**src/rtl/proc_pkg.sv**
```systemverilog
// Shared definitions for the 16-bit bus processor: widths, opcodes, step states.
package proc_pkg;

    localparam int BUS_W = 16;
    localparam int IR_W  = 9;
    localparam int NREG  = 8;

    localparam logic [2:0] OP_MV  = 3'b000;
    localparam logic [2:0] OP_MVI = 3'b001;
    localparam logic [2:0] OP_ADD = 3'b010;
    localparam logic [2:0] OP_SUB = 3'b011;

    typedef enum logic [1:0] {
        T0 = 2'd0,
        T1 = 2'd1,
        T2 = 2'd2,
        T3 = 2'd3
    } state_t;

    // True for the two opcodes that take the three-step ALU path.
    function automatic logic is_alu_op(input logic [2:0] op);
        return (op == OP_ADD) || (op == OP_SUB);
    endfunction

endpackage

```
**src/rtl/dec3to8.sv**
```systemverilog
// 3-to-8 one-hot decoder with enable; a disabled decoder outputs all zeros.
module dec3to8 (
    input  logic [2:0] w,
    input  logic       en,
    output logic [7:0] y
);

    // Decode the register index to a one-hot select.
    always_comb begin
        y = 8'h00;
        if (en) begin
            y = 8'h01 << w;
        end else begin
            y = 8'h00;
        end
    end

endmodule

```
**src/rtl/control_fsm.sv**
```systemverilog
// Control unit for the bus processor: instruction register, T0..T3 step
// sequencer, and combinational bus-source / destination-enable decode.
module control_fsm
    import proc_pkg::*;
(
    input  logic              Clock,
    input  logic              Resetn,
    input  logic              Run,
    input  logic [BUS_W-1:0]  DIN,
    output logic              IRIn,
    output logic [NREG-1:0]   ROut,
    output logic              GOut,
    output logic              DINOut,
    output logic [NREG-1:0]   RIn,
    output logic              AIn,
    output logic              GIn,
    output logic              AddSub,
    output logic              Done
);

    state_t            state;
    logic [IR_W-1:0]   ir;
    logic [2:0]        opcode;
    logic [NREG-1:0]   xreg;
    logic [NREG-1:0]   yreg;
    logic              din_low_unused;

    assign opcode = ir[8:6];

    // The immediate bits of DIN reach the registers through the bus mux, not here.
    assign din_low_unused = ^DIN[BUS_W-IR_W-1:0];

    dec3to8 u_dec_x (
        .w  (ir[5:3]),
        .en (1'b1),
        .y  (xreg)
    );

    dec3to8 u_dec_y (
        .w  (ir[2:0]),
        .en (1'b1),
        .y  (yreg)
    );

    // Instruction capture and step sequencing; reset aborts any instruction in flight.
    always_ff @(posedge Clock or negedge Resetn) begin
        if (!Resetn) begin
            state <= T0;
            ir    <= 9'b0;
        end else begin
            if (IRIn) begin
                ir <= DIN[BUS_W-1:BUS_W-IR_W];
            end
            case (state)
                T0:      state <= Run  ? T1 : T0;
                T1:      state <= Done ? T0 : T2;
                T2:      state <= T3;
                T3:      state <= T0;
                default: state <= T0;
            endcase
        end
    end

    // Per-step output decode; only one bus source is ever enabled, and all
    // outputs are held low while reset is asserted.
    always_comb begin
        IRIn   = 1'b0;
        ROut   = 8'h00;
        GOut   = 1'b0;
        DINOut = 1'b0;
        RIn    = 8'h00;
        AIn    = 1'b0;
        GIn    = 1'b0;
        AddSub = 1'b0;
        Done   = 1'b0;
        if (Resetn) begin
            case (state)
                T0: begin
                    IRIn = Run;
                end
                T1: begin
                    case (opcode)
                        OP_MV: begin
                            ROut = yreg;
                            RIn  = xreg;
                            Done = 1'b1;
                        end
                        OP_MVI: begin
                            DINOut = 1'b1;
                            RIn    = xreg;
                            Done   = 1'b1;
                        end
                        OP_ADD, OP_SUB: begin
                            ROut = xreg;
                            AIn  = 1'b1;
                        end
                        default: begin
                            Done = 1'b1;
                        end
                    endcase
                end
                T2: begin
                    if (is_alu_op(opcode)) begin
                        ROut   = yreg;
                        GIn    = 1'b1;
                        AddSub = (opcode == OP_SUB);
                    end else begin
                        ROut = 8'h00;
                    end
                end
                T3: begin
                    if (is_alu_op(opcode)) begin
                        GOut = 1'b1;
                        RIn  = xreg;
                        Done = 1'b1;
                    end else begin
                        GOut = 1'b0;
                    end
                end
                default: begin
                    IRIn = 1'b0;
                end
            endcase
        end else begin
            IRIn = 1'b0;
        end
    end

endmodule

```
**config.mk**
```make
export PLATFORM = sky130hd
export DESIGN_NAME = control_fsm
export DESIGN_NICKNAME = d
export VERILOG_FILES = /design/src/rtl/proc_pkg.sv /design/src/rtl/dec3to8.sv /design/src/rtl/control_fsm.sv
export SDC_FILE = /design/constraint.sdc
export NUM_CORES = 1
export LEC_CHECK = 0
export BUFFER_PORTS_ARGS = -buffer_cell sky130_fd_sc_hd__buf_2
export CORE_MARGIN = 2
export CORE_UTILIZATION = 43
export CTS_CLUSTER_DIAMETER = 120
export DETAILED_ROUTE_END_ITERATION = 6
export HOLD_SLACK_MARGIN = 0.08
export PLACE_DENSITY = 0.84
export RECOVER_POWER = 25
export REMOVE_ABC_BUFFERS = 1
export SLEW_MARGIN = 30
export SYNTH_ARGS = -nofsm -noshare
export SYNTH_HDL_FRONTEND = slang
export SYNTH_SLANG_ARGS = --single-unit
```
**constraint.sdc**
```tcl
create_clock -name Clock -period 1.7 [get_ports Clock]
set_input_delay 0.17 -clock Clock [delete_from_list [all_inputs] [get_ports Clock]]
set_output_delay 0.17 -clock Clock [all_outputs]
set_load 0.05 [all_outputs]
```
==> parameters.txt, run 1 <==
Parameter                              Value

Synth
  Syn_area_per_cell    9.80 um2
  Top post-synthesis cells by area    dfrtp_1, mux2_2, ha_1
  Post-Synthesis Cells    79
  Sequential fraction of the synthesis area    35.5%
  Netlist area before placement    774 um2
  Fraction of post-synthesis cell area in the top cell type by area    35.5%
  Number of synthesized flops with an enable pin    0
  Yosys warns    0
  Most used flip-flop cell after synthesis    dfrtp_1
  Register bit count reported by yosys    11
  Async set or reset register ratio after synthesis    100%
  Most used standard cells in the synthesized netlist    dfrtp_1, mux2_2, nor2_1
  Library cells used by synthesis    26
  Most area-hungry cell type in the Yosys netlist    dfrtp_1

Layout
  Total area of multi-input combinational cells    739 um2
  Synthesis-to-finish area growth    104%
  Final layout net count    161
  Antenna diode count    0
  Final core utilization    92.6%
  Filler Cell Count    64
  Share of layout cells above drive strength 1    76.6%
  Register cell area after layout    277 um2

Flow run
  Reported max-cap violation count    0

STA
  Max Clock Freq    452 MHz
  Portion of the clock cycle consumed by the worst path in the final layout    130%
  Number of hold violations in the final report    0
  Headroom to the max-slew limit    67.2%
  Time the worst path needs with I/O delays and setup    2.21 ns
  Max-slew violations    0
  Final worst clock skew    0.0101 ns
  Hold slack final    0.128 ns
  Slack of the critical path    -0.514 ns
  Actual transition at the worst max-transition pin    0.492 ns
  Final setup violating endpoints    21
  Setup repair after global routing missed its margin    true

Drt
  Number of nets with antenna violations after detailed routing    0
  Residual DRC    0
  Routed len/inst    22.5 um
  Via density per instance    6.10
  Number of violations reported at the end of detailed-routing iteration 0    35
  Number of iterations in the first detailed-routing pass    6
  Routed wire length    3.64 mm
  Via count    988

Power and ir drop
  Reported leakage power    0.654 nW
  PD cells    1530 nW/um2
  Peak ir drop on the vdd network    1.53 mV

GRT
  Overall track demand over capacity in global routing    28.6%
  Number of global-route vias before repair    866
  Antenna violations before repair    0
  Maximum number of pins on one net before global-route repair    14
  Remaining global-route overflow    0
  First-pass GRT wire length    4.24 mm

Floorplanning
  Row cnt    15
  Io pins    42
  DIE WIDTH    46.4 um
  Area of the die    2160 um2
  Total core area    1710 um2
  Starting utilization of the core area    45.3%
  Die outline height    46.4 um

Placed design
  Setup slack at placement    -0.210 ns
  Count of buffers from port buffering    34
  Last weighted congestion value of the routability-driven placer    0.791
  Post-detailed-placement half-perimeter wirelength    1.64 mm

Critical path
  Critical Path End Type    primary output
  Type of the worst setup path    flop to primary output
  Crit path max fanout    4
  Arr. time, crit path    2.04 ns
  Startpoint type of the worst setup path    flop
  WP data required    1.53 ns

Status
  Result of the run    complete, but fails checks
  Failing checks    setup timing

Clock network
  Clock Sinks    11
  Maximum clock path buffer count    2
  CTS Root Buffer Type    clkbuf_4
  Clock-pin slew on the worst setup and hold paths    0.07 ns
  Total CTS buffers    3
  Worst skew pair latency    0.27 ns
  CTS tree    built
  Level count of the clock H-tree    1

Hold path
  Worst min-delay path class    primary input to flop
## metal layers
metal / vias up / GRT usage [%] / share of wire, %
met1: 503 / 36.4 / 40
met5: - / 0 / 0
met3: 16 / 4.31 / 5.9
met4: 0 / 17.1 / 3.9
li1: 413 / - / -
met2: 56 / 45.3 / 50
## sequential cells by signal (all words and copies together) (netlist names), named ones only
signal,cells
ir,9
state,1
## metrics by stage
| stage | TNS, ns | instances | power, mW | cell area (um2) |
|---|---|---|---|---|
| 2_1_floorplan | -7.22 | 78 | 1.12 | 771 |
| 3_3_place_gp | -0.902 | 150 | 1.43 | 1070 |
| 3_5_place_dp | -1.18 | 150 | 1.49 | 1070 |
| 4_1_cts | -4.99 | 157 | 1.95 | 1370 |
| 5_1_grt | -7.08 | 162 | 2.50 | 1580 |
| 6_report | -6.43 | 162 | 2.42 | 1580 |
## layout make-up
type | count | area share (%)
clock buffer | 4 | 1.66
inverter | 4 | 0.949
multi-input combinational | 63 | 46.8
sequential | 11 | 17.5
tap | 25 | 1.98
timing repair buffer | 55 | 31.2
## path summary, 6_finish.rpt
path,startpoint,endpoint,slack [ns],depth (start not counted)
min,DIN[14],ir[7],0.13,2
min in group asynchronous,Resetn,ir[6],0.73,4
max in group asynchronous,Resetn,ir[7],0.81,4
min reg2reg,ir[4],ir[4],0.62,1
max,flop,ROut[1],-0.51,6
max reg2reg,flop,ir[5],0.31,4
## repair_timing
item / in CTS / in global routing
hold buffers: 1 / 0
pin swaps: 8 / 9
resized for setup: 63 / 38
hold endpoints to repair: 11 / 0
cloned: 0 / 0
endpoints found under the setup margin: 23 / 23
buffers inserted: 2 / 6
## cells in the final DEF (no fill, tap or decap), drive strengths merged, types with 2 or more instances in the layout
cell type  count
o32ai          4
inv            4
nand2b         2
and3           3
nand2          4
buf           52
nand3          3
mux2          11
dfrtp         11
nand4b         3
clkbuf         6
o22ai          5
nor2          10
ha             4
nor2b          2
nor4b          2
## power by group
| part | switching (mW) | internal [mW] |
|---|---|---|
| combinational | 0.814 | 0.775 |
| clock | 0.0846 | 0.0908 |
| sequential | 0.264 | 0.393 |
| total | 1.16 | 1.26 |
## kinds of logic after synthesis
family | Yosys count | synth area share [%]
simple gates | 36 | 28.1
mux | 12 | 17.3
compound gates | 11 | 10.2
flops | 11 | 35.5
buf+inv | 5 | 2.42
fa+ha+maj | 4 | 6.46
## critical path: stages, from the launching register on
cell	delay, ns
dfrtp_1	0.41
inv_2	0.13
ha_4	0.19
nand2_4	0.06
or4_4	0.56
o22ai_4	0.23
buf_6	0.19
Power figures use the tool's default switching activity.
==> run 2: changes to the inputs <==
--- a/config.mk
+++ b/config.mk
@@ -7,11 +7,11 @@
 export LEC_CHECK = 0
 export BUFFER_PORTS_ARGS = -buffer_cell sky130_fd_sc_hd__buf_2
 export CORE_MARGIN = 2
-export CORE_UTILIZATION = 43
+export CORE_UTILIZATION = 35
 export CTS_CLUSTER_DIAMETER = 120
 export DETAILED_ROUTE_END_ITERATION = 6
 export HOLD_SLACK_MARGIN = 0.08
-export PLACE_DENSITY = 0.84
+export PLACE_DENSITY = 0.72
 export RECOVER_POWER = 25
 export REMOVE_ABC_BUFFERS = 1
 export SLEW_MARGIN = 30
==> run 2 against run 1 <==
Sequential power is 8.4% lower. Final cell count is 1.2% higher. Sequential share of layout area is 0.45 points higher. Total power is 3.3% lower. Register-to-register slack hardly changed. Critical path depth stayed put. Non-clock buffer count is 1 lower. Worst hold slack better by 0.014 ns. Clock skew is 0.0024 ns lower. The flow still finishes with violations (setup timing). Combinational power hardly changed. Core utilization is 20 points lower. Worst setup slack better by 0.090 ns.
==> parameters.txt, run 2 (synthesis results as in run 1) <==
Parameter                              Value

Layout
  Flip-flop count of the largest register, all copies and words added    9
  Highest-count cells in the layout ignoring fill and taps    buf_6, buf_4, buf_2, mux2_2, dfrtp_1
  Synthesis-to-finish area growth    100%
  Share of layout cells above drive strength 1    75.0%
  Antenna diode count    0
  Filler Cell Count    122
  Largest registers ranked by flip-flop count    ir: 9 flops, state: 1 flops
  Final cell count without fillers    164
  Final layout net count    160
  Largest register by flop count    ir
  Leading cell type in the layout, fill and taps excluded    buf_6

Clock network
  CTS Root Buffer Type    clkbuf_4
  Maximum clock path buffer count    2
  CTS tree    built
  Clock-pin slew on the worst setup and hold paths    0.07 ns
  Worst skew pair latency    0.26 ns
  Clock Sinks    11
  Level count of the clock H-tree    1
  Total CTS buffers    3

Placed design
  Last weighted congestion value of the routability-driven placer    0.880
  Placed Cells incl. Taps    153
  Count of buffers from port buffering    34
  Post-detailed-placement half-perimeter wirelength    1.58 mm

Floorplanning
  DIE WIDTH    51.0 um
  Die outline height    51.0 um
  Io pins    42
  Area of the die    2610 um2
  Starting utilization of the core area    36.1%
  Row cnt    17
  Total core area    2150 um2

Drt
  Number of violations reported at the end of detailed-routing iteration 0    24
  Number of nets with antenna violations after detailed routing    0
  Via density per instance    5.45
  Routed wire length    2.95 mm
  Number of iterations in the first detailed-routing pass    4
  Routed len/inst    18.0 um
  Via count    894
  Residual DRC    0

Critical path
  Type of the worst setup path    flop to primary output
  Startpoint type of the worst setup path    flop
  Arr. time, crit path    1.95 ns
  WP data required    1.53 ns
  Critical Path End Type    primary output
  Count of cells along the worst register-to-register path    5
  Flop2flop setup slack    0.30 ns
  Crit path max fanout    4

STA
  Final worst clock skew    0.00766 ns
  Number of hold violations in the final report    0
  Final setup violating endpoints    18
  Max Clock Freq    471 MHz
  Headroom to the max-slew limit    64.8%
  Setup repair after global routing missed its margin    true
  Actual transition at the worst max-transition pin    0.526 ns
  Time the worst path needs with I/O delays and setup    2.12 ns
  Slack of the critical path    -0.424 ns
  Portion of the clock cycle consumed by the worst path in the final layout    125%
  Max-slew violations    0

GRT
  Remaining global-route overflow    0
  First-pass GRT wire length    3.78 mm
  Maximum number of pins on one net before global-route repair    14
  Number of global-route vias before repair    865
  Overall track demand over capacity in global routing    19.1%
  Antenna violations before repair    0

Power and ir drop
  Post-layout total power    2.34 mW
  PD cells    1510 nW/um2
  Peak ir drop on the vdd network    0.772 mV
  Reported leakage power    0.643 nW

Status
  Failing checks    setup timing
  Result of the run    complete, but fails checks

Flow run
  Reported max-cap violation count    0

Hold path
  Worst min-delay path class    primary input to flop
  Instance count along the most critical hold path    2
==> run 2: cell count changes in the layout (fill, tap and decap cells not counted), sizes merged <==
cell,previous run,this run
clkbuf,6,5
==> run 2: worst max-delay path, cell delays in order (launching register included) <==
cell	delay (ns)
dfrtp_1	0.40
inv_2	0.12
ha_4	0.18
nand2_4	0.06
or4_4	0.56
o22ai_4	0.20
buf_6	0.18
==> run 2: metrics by stage <==
stage | setup slack [ns] | TNS (ns) | utilization (%) | hold slack, ns | instance area (um2)
after CTS | -0.360 | -4.79 | 65.3 | 0.124 | 1400
after detailed placement | -0.193 | -1.15 | 50.0 | 0.159 | 1070
after floorplan | -0.855 | -7.22 | - | -0.126 | 771
after global placement | -0.166 | -0.981 | 50.0 | 0.165 | 1070
after global routing | -0.490 | -6.41 | 72.1 | 0.132 | 1550
final | -0.424 | -5.10 | 72.1 | 0.142 | 1550
==> run 2: final cells by class <==
class                   count  area [um2]  area share [%]
multi-input cells          63         724            46.8
repair buffers             54         470            30.4
flip-flops and latches     11         278            17.9
well taps                  28        35.0            2.26
clock buffers               4        26.3            1.70
inverters                   4        15.0           0.969
==> run 2: final timing paths <==
check	start	to
setup / recovery	flop	ROut[1]
hold / removal	DIN[10]	ir[3]
setup reg to reg	flop	ir[4]
hold reg to reg	ir[3]	ir[3]
max in group asynchronous	Resetn	ir[7]
min in group asynchronous	Resetn	ir[3]
==> run 2: what timing repair did <==
action	in CTS	in global routing
gates resized for setup	66	28
endpoints found under the hold margin	11	0
setup endpoints to repair	22	23
hold buffers	1	0
setup buffers	5	2
pin swaps	7	9
==> run 2: per-layer routing <==
layer	routed length, um	up-vias	global-route usage, %
li1	-	411	-
met1	1130	443	20.7
met2	1670	36	39.6
met3	126	4	0.877
met4	29	0	4.05
met5	0	-	0
==> run 2: where the power goes <==
group          leakage, nW  internal [mW]  total, mW  switching (mW)
sequential           0.130          0.396      0.602           0.206
combinational        0.498          0.779       1.57           0.787
clock               0.0150         0.0906      0.174          0.0830
total                0.643           1.27       2.34            1.08
==> run 3: changes to the inputs <==
==> constraint.sdc (replaced) <==
create_clock -name Clock -period 2.05 [get_ports Clock]
set_input_delay 0.205 -clock Clock [delete_from_list [all_inputs] [get_ports Clock]]
set_output_delay 0.205 -clock Clock [all_outputs]
set_load 0.05 [all_outputs]
==> run 3 against run 2 <==
Sequential share of layout area grew 1.7 points. Core utilization shrank 6.8 points. First-iteration DRC count shrank 67%. Clock power shrank 17%. Final cell count shrank 5.5%. Register-to-register slack gained 0.20 ns. Combinational power shrank 36%. Clock skew shrank 0.0065 ns. Worst setup slack gained 0.34 ns. The flow still finishes with violations (setup timing).
==> parameters.txt, run 3 (synthesis results as in run 1) <==
Parameter                              Value

Placed design
  Placed Cells incl. Taps    143
  Setup slack at placement    0.0799 ns
  Count of buffers from port buffering    34
  Post-detailed-placement half-perimeter wirelength    1.43 mm
  Last weighted congestion value of the routability-driven placer    0.791

Drt
  Number of nets with antenna violations after detailed routing    0
  Via count    856
  Number of violations reported at the end of detailed-routing iteration 0    8
  Routed len/inst    16.6 um
  Number of iterations in the first detailed-routing pass    4
  Via density per instance    5.52
  Residual DRC    0
  Routed wire length    2.57 mm

Clock network
  Worst skew pair latency    0.26 ns
  Level count of the clock H-tree    1
  Total CTS buffers    3
  CTS Root Buffer Type    clkbuf_4
  CTS tree    built
  Clock-pin slew on the worst setup and hold paths    0.07 ns
  Maximum clock path buffer count    2
  Clock Sinks    11

STA
  Final worst clock skew    0.00114 ns
  Number of hold violations in the final report    0
  Max Clock Freq    468 MHz
  Final setup violating endpoints    9
  Final setup TNS    -0.318 ns
  Time the worst path needs with I/O delays and setup    2.14 ns
  Actual transition at the worst max-transition pin    0.525 ns
  Portion of the clock cycle consumed by the worst path in the final layout    104%
  Max-slew violations    0
  Slack of the critical path    -0.0860 ns
  Headroom to the max-slew limit    64.9%
  Setup repair after global routing missed its margin    true

Floorplanning
  Row cnt    17
  Area of the die    2610 um2
  Total core area    2150 um2
  Io pins    42
  Starting utilization of the core area    36.1%
  Die outline height    51.0 um
  DIE WIDTH    51.0 um

Layout
  Largest register by flop count    ir
  Antenna diode count    0
  Final cell count without fillers    155
  Synthesis-to-finish area growth    81.1%
  Share of layout cells above drive strength 1    70.1%
  Leading cell type in the layout, fill and taps excluded    buf_2
  Final layout net count    151
  Largest registers ranked by flip-flop count    ir: 9 flops, state: 1 flops
  Highest-count cells in the layout ignoring fill and taps    buf_2, buf_6, dfrtp_1, mux2_2, buf_4
  Final core utilization    65.3%
  Flip-flop count of the largest register, all copies and words added    9

GRT
  Remaining global-route overflow    0
  Number of global-route vias before repair    803
  Antenna violations before repair    0
  Maximum number of pins on one net before global-route repair    14
  Overall track demand over capacity in global routing    17.3%
  First-pass GRT wire length    3.46 mm

Critical path
  Type of the worst setup path    flop to primary output
  Critical Path End Type    primary output
  Critical-path top delay cell    or4_4
  Startpoint type of the worst setup path    flop
  Count of cells along the worst register-to-register path    4
  WP data required    1.85 ns
  WP buf/inv    2
  Gate family responsible for the most delay along the worst path    simple AND/OR/NAND/NOR gates
  Flop2flop setup slack    0.50 ns
  Crit path max fanout    4
  Arr. time, crit path    1.93 ns
  Endpoint of the worst-slack reg-to-reg timing path    ir[3]
  Cell chain of the critical path    inv_2 -> ha_4 -> nand2_4 -> or4_4 -> o22ai_2 -> buf_6
  Largest incremental delay on the critical path    0.54 ns

Hold path
  End point of the most critical hold path    ir[5]
  Worst min-delay path class    primary input to flop
  Instance count along the most critical hold path    2
  Hold Path Origin    DIN[12]

Status
  Failing checks    setup timing
  Result of the run    complete, but fails checks

Power and ir drop
  PD cells    1190 nW/um2
  Reported leakage power    0.588 nW
  Peak ir drop on the vdd network    0.649 mV

Flow run
  Reported max-cap violation count    0
## run 3: cell types whose count changed in the layout (fill, tap and decap cells not counted), sizes merged
cell / change
clkbuf: -1
buf: -8
## run 3: stage by stage
stage | hold WS [ns] | power (mW) | instance area, um2
floorplan | -0.0906 | 0.927 | 771
finish | 0.174 | 1.67 | 1400
global placement | 0.195 | 1.08 | 998
CTS | 0.167 | 1.39 | 1210
detailed placement | 0.199 | 1.11 | 998
global route | 0.164 | 1.77 | 1400
## run 3: what timing repair did
| action | CTS | global route |
|---|---|---|
| gates cloned | 0 | 0 |
| setup buffers | 3 | 4 |
| resized for setup | 41 | 32 |
| endpoints found under the setup margin | 8 | 16 |
| pin swaps | 3 | 10 |
| endpoints found under the hold margin | 11 | 0 |
| hold buffers | 1 | 0 |
## run 3: how the worst max path moves through the flow
stage	to	slack, ns	cells past startpoint
CTS	ROut[2]	-0.07	6
floorplan	DINOut	-0.54	4
global route	ROut[3]	-0.15	6
global placement	ROut[3]	0.1	6
finish	ROut[3]	-0.09	6
detailed placement	ROut[1]	0.08	6
## run 3: area by class of cell
type,instances,area [um2]
clock buffers,4,26.3
multi-input cells,63,692
well taps,28,35.0
flip-flops and latches,11,275
repair buffers,45,359
fillers,147,746
inverters,4,15.0
## run 3: layer usage
metal	vias up	routed length [um]	global-route usage [%]
met2	32	1360	31.0
li1	392	-	-
met5	-	0	0
met4	0	77	7.21
met1	424	1030	21.3
met3	8	114	1.17
## run 3: power breakdown
group | internal (mW) | leakage (nW) | switching, mW
sequential | 0.324 | 0.132 | 0.188
clock | 0.0751 | 0.0150 | 0.0692
combinational | 0.475 | 0.441 | 0.535
